==> src/rtl/match_responder_pkg.sv <==
// match_responder shared definitions.
// Default widths, limits and FSM state encoding.
package match_responder_pkg;

  localparam int DEF_ADDR_WIDTH      = 16;
  localparam int DEF_MATCH_LEN_WIDTH = 8;
  localparam int DEF_TAG_WIDTH       = 4;
  localparam int DEF_CMP_BYTES       = 16;
  localparam int DEF_MAX_MATCH_LEN   = 248;

  typedef enum logic [1:0] {
    S_IDLE,
    S_READ,
    S_CMP,
    S_RESP
  } state_t;

endpackage

==> src/rtl/match_responder_if.sv <==
// Match request/response channel between a job PE
// (master) and the match responder (slave).
interface match_responder_if
  import match_responder_pkg::*;
#(
  parameter int ADDR_WIDTH      = DEF_ADDR_WIDTH,
  parameter int MATCH_LEN_WIDTH = DEF_MATCH_LEN_WIDTH,
  parameter int TAG_WIDTH       = DEF_TAG_WIDTH
);

  logic                       match_req_valid;
  logic [ADDR_WIDTH-1:0]      match_req_head_addr;
  logic [ADDR_WIDTH-1:0]      match_req_history_addr;
  logic [TAG_WIDTH-1:0]       match_req_tag;
  logic                       match_req_ready;
  logic [ADDR_WIDTH-1:0]      head_limit_addr;
  logic                       match_resp_valid;
  logic [MATCH_LEN_WIDTH-1:0] match_resp_len;
  logic [TAG_WIDTH-1:0]       match_resp_tag;
  logic                       match_resp_ready;

  modport master (
    output match_req_valid,
    output match_req_head_addr,
    output match_req_history_addr,
    output match_req_tag,
    output head_limit_addr,
    output match_resp_ready,
    input  match_req_ready,
    input  match_resp_valid,
    input  match_resp_len,
    input  match_resp_tag
  );

  modport slave (
    input  match_req_valid,
    input  match_req_head_addr,
    input  match_req_history_addr,
    input  match_req_tag,
    input  head_limit_addr,
    input  match_resp_ready,
    output match_req_ready,
    output match_resp_valid,
    output match_resp_len,
    output match_resp_tag
  );

endinterface

==> src/rtl/match_responder_byte_counter.sv <==
// Byte-wise chunk comparator: counts the run of equal
// bytes starting at byte 0 (trailing ones of eq).
module match_byte_counter #(
  parameter int CMP_BYTES = 16
) (
  input  logic [CMP_BYTES*8-1:0]     a,
  input  logic [CMP_BYTES*8-1:0]     b,
  output logic [$clog2(CMP_BYTES):0] cnt
);

  localparam int CW = $clog2(CMP_BYTES) + 1;

  logic [CMP_BYTES-1:0] eq;

  // per-byte equality, then lowest mismatching index
  always_comb begin
    cnt = CW'(CMP_BYTES);
    for (int i = 0; i < CMP_BYTES; i++) begin
      eq[i] = (a[8*i+:8] == b[8*i+:8]);
    end
    for (int i = CMP_BYTES - 1; i >= 0; i--) begin
      if (!eq[i]) cnt = CW'(i);
    end
  end

endmodule

==> src/rtl/match_responder.sv <==
// Match responder: compares head vs history bytes chunk
// by chunk via the window read port, returns match length.
module match_responder
  import match_responder_pkg::*;
#(
  parameter int ADDR_WIDTH      = DEF_ADDR_WIDTH,
  parameter int MATCH_LEN_WIDTH = DEF_MATCH_LEN_WIDTH,
  parameter int TAG_WIDTH       = DEF_TAG_WIDTH,
  parameter int CMP_BYTES       = DEF_CMP_BYTES,
  parameter int MAX_MATCH_LEN   = DEF_MAX_MATCH_LEN
) (
  input  logic                   clk,
  input  logic                   rst_n,
  match_responder_if.slave       bus,
  output logic                   rd_en,
  output logic [ADDR_WIDTH-1:0]  rd_head_addr,
  output logic [ADDR_WIDTH-1:0]  rd_hist_addr,
  input  logic [CMP_BYTES*8-1:0] rd_head_data,
  input  logic [CMP_BYTES*8-1:0] rd_hist_data
);

  localparam int AW  = ADDR_WIDTH;
  localparam int AW1 = ADDR_WIDTH + 1;
  localparam int LW  = MATCH_LEN_WIDTH;
  localparam int TW  = TAG_WIDTH;
  localparam int CW  = $clog2(CMP_BYTES) + 1;

  state_t          state_q, state_d;
  logic [AW-1:0]   head_q, head_d;
  logic [AW-1:0]   hist_q, hist_d;
  logic [AW-1:0]   limit_q, limit_d;
  logic [TW-1:0]   tag_q, tag_d;
  logic [LW-1:0]   len_q, len_d;

  logic [CW-1:0]   cnt;
  logic [CW-1:0]   add;
  logic [AW1-1:0]  room;
  logic [AW1-1:0]  room_max;
  logic [AW1-1:0]  room_lim;
  logic [AW1-1:0]  head_end;
  logic [LW-1:0]   len_nx;
  logic            more;
  logic            zero;

  match_byte_counter #(
    .CMP_BYTES (CMP_BYTES)
  ) u_cnt (
    .a   (rd_head_data),
    .b   (rd_hist_data),
    .cnt (cnt)
  );

  // chunk credit: clamp run length by chunk, length cap and limit
  always_comb begin
    room_max = AW1'(MAX_MATCH_LEN) - AW1'(len_q);
    room_lim = {1'b0, limit_q} - {1'b0, head_q};
    room     = AW1'(CMP_BYTES);
    if (room_max < room) room = room_max;
    if (room_lim < room) room = room_lim;
    if (AW1'(cnt) < room) add = cnt;
    else                  add = CW'(room);
    len_nx   = len_q + LW'(add);
    head_end = {1'b0, head_q} + AW1'(CMP_BYTES);
    more     = (add == CW'(CMP_BYTES))
            && (len_nx < LW'(MAX_MATCH_LEN))
            && (head_end < {1'b0, limit_q});
    zero     = (bus.match_req_history_addr >= bus.match_req_head_addr)
            || (bus.match_req_head_addr >= bus.head_limit_addr);
  end

  // next state and datapath updates
  always_comb begin
    state_d = state_q;
    head_d  = head_q;
    hist_d  = hist_q;
    limit_d = limit_q;
    tag_d   = tag_q;
    len_d   = len_q;
    unique case (state_q)
      S_IDLE: begin
        if (bus.match_req_valid) begin
          head_d  = bus.match_req_head_addr;
          hist_d  = bus.match_req_history_addr;
          limit_d = bus.head_limit_addr;
          tag_d   = bus.match_req_tag;
          len_d   = '0;
          state_d = zero ? S_RESP : S_READ;
        end
      end
      S_READ: begin
        state_d = S_CMP;
      end
      S_CMP: begin
        len_d = len_nx;
        if (more) begin
          head_d  = head_q + AW'(CMP_BYTES);
          hist_d  = hist_q + AW'(CMP_BYTES);
          state_d = S_READ;
        end else begin
          state_d = S_RESP;
        end
      end
      S_RESP: begin
        if (bus.match_resp_ready) state_d = S_IDLE;
      end
    endcase
  end

  // state and transaction registers
  always_ff @(posedge clk or negedge rst_n) begin
    if (!rst_n) begin
      state_q <= S_IDLE;
      head_q  <= '0;
      hist_q  <= '0;
      limit_q <= '0;
      tag_q   <= '0;
      len_q   <= '0;
    end else begin
      state_q <= state_d;
      head_q  <= head_d;
      hist_q  <= hist_d;
      limit_q <= limit_d;
      tag_q   <= tag_d;
      len_q   <= len_d;
    end
  end

  assign rd_en                = (state_q == S_READ);
  assign rd_head_addr         = head_q;
  assign rd_hist_addr         = hist_q;
  assign bus.match_req_ready  = (state_q == S_IDLE);
  assign bus.match_resp_valid = (state_q == S_RESP);
  assign bus.match_resp_len   = len_q;
  assign bus.match_resp_tag   = tag_q;

endmodule
==> src/flat_wrapper.sv <==
// flat-port wrapper written by rule: the top's interface ports become plain ports
module match_responder_flat import match_responder_pkg::*;
#(
  parameter int ADDR_WIDTH      = DEF_ADDR_WIDTH,
  parameter int MATCH_LEN_WIDTH = DEF_MATCH_LEN_WIDTH,
  parameter int TAG_WIDTH       = DEF_TAG_WIDTH,
  parameter int CMP_BYTES       = DEF_CMP_BYTES,
  parameter int MAX_MATCH_LEN   = DEF_MAX_MATCH_LEN
)
  (clk, rst_n, rd_en, rd_head_addr, rd_hist_addr, rd_head_data, rd_hist_data, bus_match_req_valid, bus_match_req_head_addr, bus_match_req_history_addr, bus_match_req_tag, bus_head_limit_addr, bus_match_resp_ready, bus_match_req_ready, bus_match_resp_valid, bus_match_resp_len, bus_match_resp_tag);
  match_responder_if #(.ADDR_WIDTH(ADDR_WIDTH), .MATCH_LEN_WIDTH(MATCH_LEN_WIDTH), .TAG_WIDTH(TAG_WIDTH)) bus_i ();
  input  logic clk;
  input  logic rst_n;
  output logic rd_en;
  output logic [ADDR_WIDTH-1:0] rd_head_addr;
  output logic [ADDR_WIDTH-1:0] rd_hist_addr;
  input  logic [CMP_BYTES*8-1:0] rd_head_data;
  input  logic [CMP_BYTES*8-1:0] rd_hist_data;
  input wire logic [$bits(bus_i.match_req_valid)-1:0] bus_match_req_valid;
  input wire logic [$bits(bus_i.match_req_head_addr)-1:0] bus_match_req_head_addr;
  input wire logic [$bits(bus_i.match_req_history_addr)-1:0] bus_match_req_history_addr;
  input wire logic [$bits(bus_i.match_req_tag)-1:0] bus_match_req_tag;
  input wire logic [$bits(bus_i.head_limit_addr)-1:0] bus_head_limit_addr;
  input wire logic [$bits(bus_i.match_resp_ready)-1:0] bus_match_resp_ready;
  output wire logic [$bits(bus_i.match_req_ready)-1:0] bus_match_req_ready;
  output wire logic [$bits(bus_i.match_resp_valid)-1:0] bus_match_resp_valid;
  output wire logic [$bits(bus_i.match_resp_len)-1:0] bus_match_resp_len;
  output wire logic [$bits(bus_i.match_resp_tag)-1:0] bus_match_resp_tag;
  assign bus_i.match_req_valid = bus_match_req_valid;
  assign bus_i.match_req_head_addr = bus_match_req_head_addr;
  assign bus_i.match_req_history_addr = bus_match_req_history_addr;
  assign bus_i.match_req_tag = bus_match_req_tag;
  assign bus_i.head_limit_addr = bus_head_limit_addr;
  assign bus_i.match_resp_ready = bus_match_resp_ready;
  assign bus_match_req_ready = bus_i.match_req_ready;
  assign bus_match_resp_valid = bus_i.match_resp_valid;
  assign bus_match_resp_len = bus_i.match_resp_len;
  assign bus_match_resp_tag = bus_i.match_resp_tag;
  match_responder #(.ADDR_WIDTH(ADDR_WIDTH), .MATCH_LEN_WIDTH(MATCH_LEN_WIDTH), .TAG_WIDTH(TAG_WIDTH), .CMP_BYTES(CMP_BYTES), .MAX_MATCH_LEN(MAX_MATCH_LEN)) u_core (.clk(clk), .rst_n(rst_n), .bus(bus_i), .rd_en(rd_en), .rd_head_addr(rd_head_addr), .rd_hist_addr(rd_hist_addr), .rd_head_data(rd_head_data), .rd_hist_data(rd_hist_data));
endmodule
==> config.mk <==
export PLATFORM = sky130hd
export DESIGN_NAME = match_responder_flat
export DESIGN_NICKNAME = d
export VERILOG_FILES = /design/src/rtl/match_responder_pkg.sv /design/src/rtl/match_responder_if.sv /design/src/rtl/match_responder_byte_counter.sv /design/src/rtl/match_responder.sv /design/src/flat_wrapper.sv
export SDC_FILE = /design/constraint.sdc
export NUM_CORES = 1
export LEC_CHECK = 0
export CAP_MARGIN = 10
export CELL_PAD_IN_SITES_DETAIL_PLACEMENT = 0
export CELL_PAD_IN_SITES_GLOBAL_PLACEMENT = 2
export CORE_ASPECT_RATIO = 0.7
export CORE_MARGIN = 1.5
export CORE_UTILIZATION = 33
export CTS_BUF_LIST = sky130_fd_sc_hd__clkbuf_2 sky130_fd_sc_hd__clkbuf_4 sky130_fd_sc_hd__clkbuf_8
export DETAILED_ROUTE_END_ITERATION = 8
export DONT_BUFFER_PORTS = 1
export GPL_TIMING_DRIVEN = 1
export HOLD_SLACK_MARGIN = 0.15
export PLACE_DENSITY = 0.79
export SLEW_MARGIN = 20
export SYNTH_ARGS = -nofsm -noshare
export SYNTH_HDL_FRONTEND = slang
export SYNTH_SLANG_ARGS = --single-unit
==> constraint.sdc <==
create_clock -name clk -period 7.4 [get_ports clk]
set_clock_uncertainty 0.2 [all_clocks]
set_input_delay 1.85 -clock clk [delete_from_list [all_inputs] [get_ports clk]]
set_output_delay 1.85 -clock clk [all_outputs]
set_load 0.005 [all_outputs]
==> results.sh, run 1 <==
export IMPL_h_tree_depth=3
export IMPL_synth_compound_area_share_pct=21.3
export IMPL_drtPass1Iterations=5
export IMPL_slew_violations=0
export IMPL_use_met2_pct=29.8
export IMPL_synth_top_family_by_area="compound AO/OA/AOI/OAI gates"
export IMPL_max_freq_ghz=0.129
export IMPL_synthArstFlopShare_pct=100
export IMPL_grt_total_usage_pct=22.3
export IMPL_placementRows=47
export IMPL_tightest_slew_ps=1150
export IMPL_cts_sinks=62
export IMPL_multiInputGateArea_um2=6530
export IMPL_finalPower_mw=4.86
export IMPL_final_cell_mix="buf_4, xnor2_1, nand2_1"
export IMPL_grt_first_pass_wirelength_mm=43.5
export IMPL_power_density_nw_per_um2=465
export IMPL_period_minus_slack_ps=7740
export IMPL_ys_flop_type="dfrtp_1"
export IMPL_drtAntennaViolNets=0
export IMPL_dp_slack_ps=-507
export IMPL_arrival_ps=7800
export IMPL_crit_fanout=6
export IMPL_ir_drop_uv=191
export IMPL_synth_simple_gate_area_share_pct=20.3
export IMPL_die_y_um=133
export IMPL_critPathMaxStageDelay_ps=370
export IMPL_fin_util_pct=44.2
export IMPL_gp_congestion=0.959
export IMPL_status="complete, but fails checks"
export IMPL_grt_overflow=0
export IMPL_cap_violations=0
export IMPL_grt_busiest_layer="met1"
export IMPL_use_met1_pct=34.3
export IMPL_hold_class="reg -> reg"
export IMPL_drive_above_1_share_pct=25.5
export IMPL_dpl_hpwl_mm=23.9
export IMPL_cp_slowest_cell="or3_4"
export IMPL_fillCellCount=2416
export IMPL_cts_root_buffer="clkbuf_8"
export IMPL_relSlewSlack_pct=23.1
export IMPL_clockBufferDepth=2
export IMPL_finalHoldViolCount=0
export IMPL_synthAdderAreaFrac_pct=14.8
export IMPL_finalInstanceArea_um2=10500
export IMPL_boundaryPins=359
export IMPL_crit_start="u_core.rd_head_addr[10]"
export IMPL_setup_worst_path_start_class="flip-flop"
export IMPL_synth_xor_area_share_pct=17.3
export IMPL_die_width_um=189
export IMPL_grt_pass1_vias=7649
export IMPL_whs_ps=312
export IMPL_timing_setup_tns_ps=-5760
export IMPL_crit_path_end="u_core.rd_hist_addr[7]"
export IMPL_hold_buffers=0
export IMPL_reg2reg_from="u_core.rd_head_addr[10]"
export IMPL_grtUsageMet3_pct=7.98
export IMPL_cts_tree="yes"
export IMPL_start_util_pct=33.7
export IMPL_ys_seq_area_share_pct=19.5
export IMPL_syn_inst=1011
export IMPL_ff2ff_setup_slack_ps=-340
export IMPL_synth_edf_count=0
export IMPL_ff2ff_path_depth=36
export IMPL_synth_area_per_cell_um2=7.87
export IMPL_r2r_end="u_core.rd_hist_addr[7]"
export IMPL_ys_ff_latch=62
export IMPL_antenna_cells=0
export IMPL_syn_area_um2=7960
export IMPL_cts_made_buffers=9
export IMPL_core_um2=23600
export IMPL_setup_violations=25
export IMPL_clkTransAtPathRegs_ps=80
export IMPL_wirelength_mm=29.0
export IMPL_period_share_pct=105
export IMPL_mostFrequentLayoutCell="buf_4"
export IMPL_io_buffer_count=0
export IMPL_cellLeakagePower_nw=4.52
export IMPL_dp_cells=1461
export IMPL_synthDistinctLibCells=74
export IMPL_antenna_found_initial=0
export IMPL_rsz0062_at_grt="true"
export IMPL_violations="setup timing"
export IMPL_ys_warn_count=0
export IMPL_required_ps=7460
export IMPL_post_dp_cell_area_um2=9550
export IMPL_via_per_inst=5.30
export IMPL_drt_iter0_markers=526
export IMPL_criticalPathCategory="reg -> reg"
export IMPL_fin_nets=1593
export IMPL_drc=0
export IMPL_clock_latency_ps=370
export IMPL_end_kind="flip-flop"
export IMPL_syn2layout_area_growth_pct=31.3
export IMPL_grt_max_degree=63
export IMPL_die_area_um2=25100
export IMPL_vias=7997
export IMPL_routedWlPerCell_um=19.2
export IMPL_finalNonFillerCells=1510
export IMPL_regArea_um2=1550
export IMPL_setup_slack_ps=-337
export IMPL_synthMuxAreaShare_pct=1.15
[critical path, delay by kind of cell (launching register included)]
family	cells	cell delay [ps]
AOI/OAI and AO/OA	15	3220
DFF	1	360
adders and majority gates	4	1200
buffers and inverters	7	1030
and+or+nand+nor	10	1620
[cell usage after synthesis (14+ instances only)]
cell	number	share of area, %
xnor2_1	108	12
nand2_1	103	4.9
ha_1	91	14
inv_1	80	3.8
nor2_1	72	3.4
o21ai_0	72	4.5
dfrtp_1	62	19
a21oi_1	59	3.7
xor2_1	49	5.4
nand4_1	37	2.9
nand3_1	26	1.6
clkbuf_1	21	0.99
nor4_1	14	1.1
[flip-flops by register name, indices dropped and copies added (netlist names)]
| signal | cells |
|---|---|
| u_core.rd_hist_addr | 16 |
| u_core.rd_head_addr | 16 |
| u_core.bus.match_resp_len | 8 |
| u_core.bus.match_resp_tag | 4 |
| u_core.state_q | 2 |
| u_core.limit_q | 16 |
[how the worst min path moves through the flow]
stage	start	to	slack [ps]	cells after the start
floorplan	u_core.bus.match_resp_tag[0]	u_core.bus.match_resp_tag[0]	270	2
global placement	u_core.bus.match_resp_tag[0]	u_core.bus.match_resp_tag[0]	290	2
detailed placement	u_core.bus.match_resp_tag[3]	u_core.bus.match_resp_tag[3]	290	2
CTS	u_core.bus.match_resp_tag[3]	u_core.bus.match_resp_tag[3]	310	2
global route	u_core.bus.match_resp_tag[2]	u_core.bus.match_resp_tag[2]	330	2
finish	u_core.bus.match_resp_tag[2]	u_core.bus.match_resp_tag[2]	310	2
[logic make-up after synthesis]
kind of cell / after synthesis
buffers and inverters: 110
muxes: 9
AOI/OAI and AO/OA: 252
adders and majority gates: 93
and+or+nand+nor: 327
other: 1
DFF: 62
xor gates and xnor gates: 157
[cell type report]
class,instances,share of cell area [%]
clock buffer,11,1.39
tap,318,3.81
timing repair buffer,187,14.1
clock inverter,4,0.455
multi-input combinational,848,62.5
sequential,62,14.8
inverter,80,2.87
[repair_timing]
item / in CTS / in global routing
pin swaps: 32 / 44
cloned: 0 / 0
setup endpoints to repair: 25 / 25
buffers inserted: 15 / 20
resized for setup: 31 / 57
[routing by layer]
layer / up-vias / share of wire, %
met5: - / 0
met4: 0 / 0.72
met3: 13 / 8.9
met2: 277 / 40
met1: 3769 / 50
li1: 3938 / -
[where the power goes]
part | total [mW] | internal (mW) | switching, mW
registers | 0.646 | 0.490 | 0.155
logic | 3.90 | 1.94 | 1.96
clock network | 0.317 | 0.166 | 0.151
total | 4.86 | 2.59 | 2.27
Note: power is estimated with default switching activity, not from simulation.
==> inputs of run 2 (changes only) <==
Settings changed: CORE_ASPECT_RATIO 0.7 to unset.
==> run 2 against run 1 <==
  * The flow still finishes with violations (setup timing)
  * Global-route usage rose by 0.068 points
  * Final area fell by 0.17%
  * Non-clock buffer count fell by 2
  * Die area barely moved
  * Register-to-register slack improved by 40 ps
  * Cell count barely moved
  * Fmax rose by 0.55%
  * Worst setup slack improved by 43 ps
  * Flip-flop and latch count did not move
  * Via count barely moved
  * Worst hold slack got worse by 3.6 ps
  * First-iteration DRC count fell by 37%
  * Critical path type unchanged
  * Largest cell class unchanged
==> results.sh, run 2 (synthesis gave the netlist of run 1 again) <==
export IMPL_ff2ff_path_depth=38
export IMPL_setup_slack_ps=-294
export IMPL_syn2layout_area_growth_pct=31.1
export IMPL_drc=0
export IMPL_setup_violations=25
export IMPL_violations="setup timing"
export IMPL_drive_above_1_share_pct=25.5
export IMPL_grt_total_usage_pct=22.4
export IMPL_grt_overflow=0
export IMPL_period_share_pct=104
export IMPL_slew_violations=0
export IMPL_wirelength_mm=28.5
export IMPL_holdCritStartpoint="u_core.bus.match_resp_tag[0]"
export IMPL_power_density_nw_per_um2=468
export IMPL_antenna_cells=0
export IMPL_clockBufferDepth=2
export IMPL_cts_sinks=62
export IMPL_gp_congestion=0.994
export IMPL_critPathBufInv=5
export IMPL_relSlewSlack_pct=52.6
export IMPL_placementRows=56
export IMPL_hold_path_end="u_core.bus.match_resp_tag[0]"
export IMPL_drt_iter0_markers=331
export IMPL_routedWlPerCell_um=18.8
export IMPL_r2r_end="u_core.rd_hist_addr[7]"
export IMPL_grt_max_degree=63
export IMPL_fillCellCount=2387
export IMPL_grt_pass1_vias=8060
export IMPL_core_um2=23500
export IMPL_start_util_pct=33.8
export IMPL_die_area_um2=25100
export IMPL_finalPower_mw=4.88
export IMPL_arrival_ps=7730
export IMPL_drtPass1Iterations=6
export IMPL_critPathTopFamily="compound AO/OA/AOI/OAI gates"
export IMPL_max_freq_ghz=0.130
export IMPL_fin_nets=1592
export IMPL_cts_tree="yes"
export IMPL_io_buffer_count=0
export IMPL_crit_fanout=8
export IMPL_critPathMaxStageDelay_ps=390
export IMPL_ff2ff_setup_slack_ps=-290
export IMPL_antenna_found_initial=0
export IMPL_finalHoldViolCount=0
export IMPL_grt_first_pass_wirelength_mm=43.4
export IMPL_mostFrequentLayoutCell="buf_4"
export IMPL_tightest_slew_ps=710
export IMPL_ir_drop_uv=181
export IMPL_cellLeakagePower_nw=4.54
export IMPL_min_path_cells=2
export IMPL_via_per_inst=5.30
export IMPL_criticalPathCategory="reg -> reg"
export IMPL_status="complete, but fails checks"
export IMPL_boundaryPins=359
export IMPL_cap_violations=0
export IMPL_die_y_um=158
export IMPL_dpl_hpwl_mm=24.0
export IMPL_rsz0062_at_grt="true"
export IMPL_vias=8002
export IMPL_reg2reg_from="u_core.limit_q[0]"
export IMPL_die_width_um=158
export IMPL_h_tree_depth=3
export IMPL_drtAntennaViolNets=0
export IMPL_final_cell_mix="buf_4, xnor2_1, nand2_1"
export IMPL_fin_util_pct=44.3
export IMPL_cts_made_buffers=9
export IMPL_cts_root_buffer="clkbuf_8"
export IMPL_setup_worst_path_start_class="flip-flop"
export IMPL_end_kind="flip-flop"
export IMPL_cp_slowest_cell="dfrtp_1"
export IMPL_hold_class="reg -> reg"
export IMPL_clkTransAtPathRegs_ps=80
export IMPL_whs_ps=309
export IMPL_required_ps=7440
export IMPL_hold_buffers=0
export IMPL_period_minus_slack_ps=7690
export IMPL_clock_latency_ps=350
run 2: worst min-delay path: cells and delay by family (launching register included):
| kind | cells | cell delay, ps |
|---|---|---|
| and+or+nand+nor | 2 | 110 |
| DFF | 1 | 370 |
run 2: worst max-delay path by stage:
stage | to | start | depth (start not counted)
final | u_core.rd_hist_addr[7] | u_core.limit_q[0] | 38
after global routing | u_core.rd_hist_addr[7] | u_core.limit_q[0] | 38
after CTS | u_core.rd_hist_addr[7] | u_core.limit_q[0] | 39
after detailed placement | u_core.rd_hist_addr[5] | rd_hist_data[125] | 30
after global placement | u_core.rd_hist_addr[5] | rd_hist_data[125] | 30
after floorplan | u_core.rd_head_addr[14] | rd_hist_data[112] | 29
run 2: metrics by stage:
stage          area, µm²  setup TNS, ps  cells  worst slack [ps]
2_1_floorplan       8130              0   1020              24.0
3_3_place_gp        9590          -9330   1469              -427
3_5_place_dp        9590         -10980   1469              -491
4_1_cts            10200           -353   1503             -81.5
5_1_grt            10400         -13730   1511              -650
6_report           10400          -4520   1511              -294
run 2: timing repair:
item                                    CTS  global route
gates cloned                              1             0
setup buffers                            18             8
pin swaps                                36            31
endpoints found under the setup margin   25            25
gates resized for setup                  53            31
run 2: power breakdown:
group	internal (mW)	total, mW	switching [mW]
combinational	1.95	3.90	1.96
sequential	0.491	0.637	0.146
clock	0.193	0.339	0.146
total	2.63	4.88	2.25
run 2: layer usage:
| metal | routed length [µm] | GRT usage [%] |
|---|---|---|
| met1 | 13000 | 30.4 |
| met2 | 12400 | 34.5 |
| met3 | 2890 | 7.95 |
| met4 | 280 | 3.96 |
| met5 | 0 | 0 |
run 2: area by class of cell:
type,instances,area (µm²),area share (%)
Multi-Input combinational cell,849,6530,62.6
Sequential cell,62,1550,14.9
Timing Repair Buffer,185,1440,13.8
Tap cell,319,399,3.82
Inverter,80,300,2.88
Clock buffer,10,131,1.26
Clock inverter,6,86.3,0.827
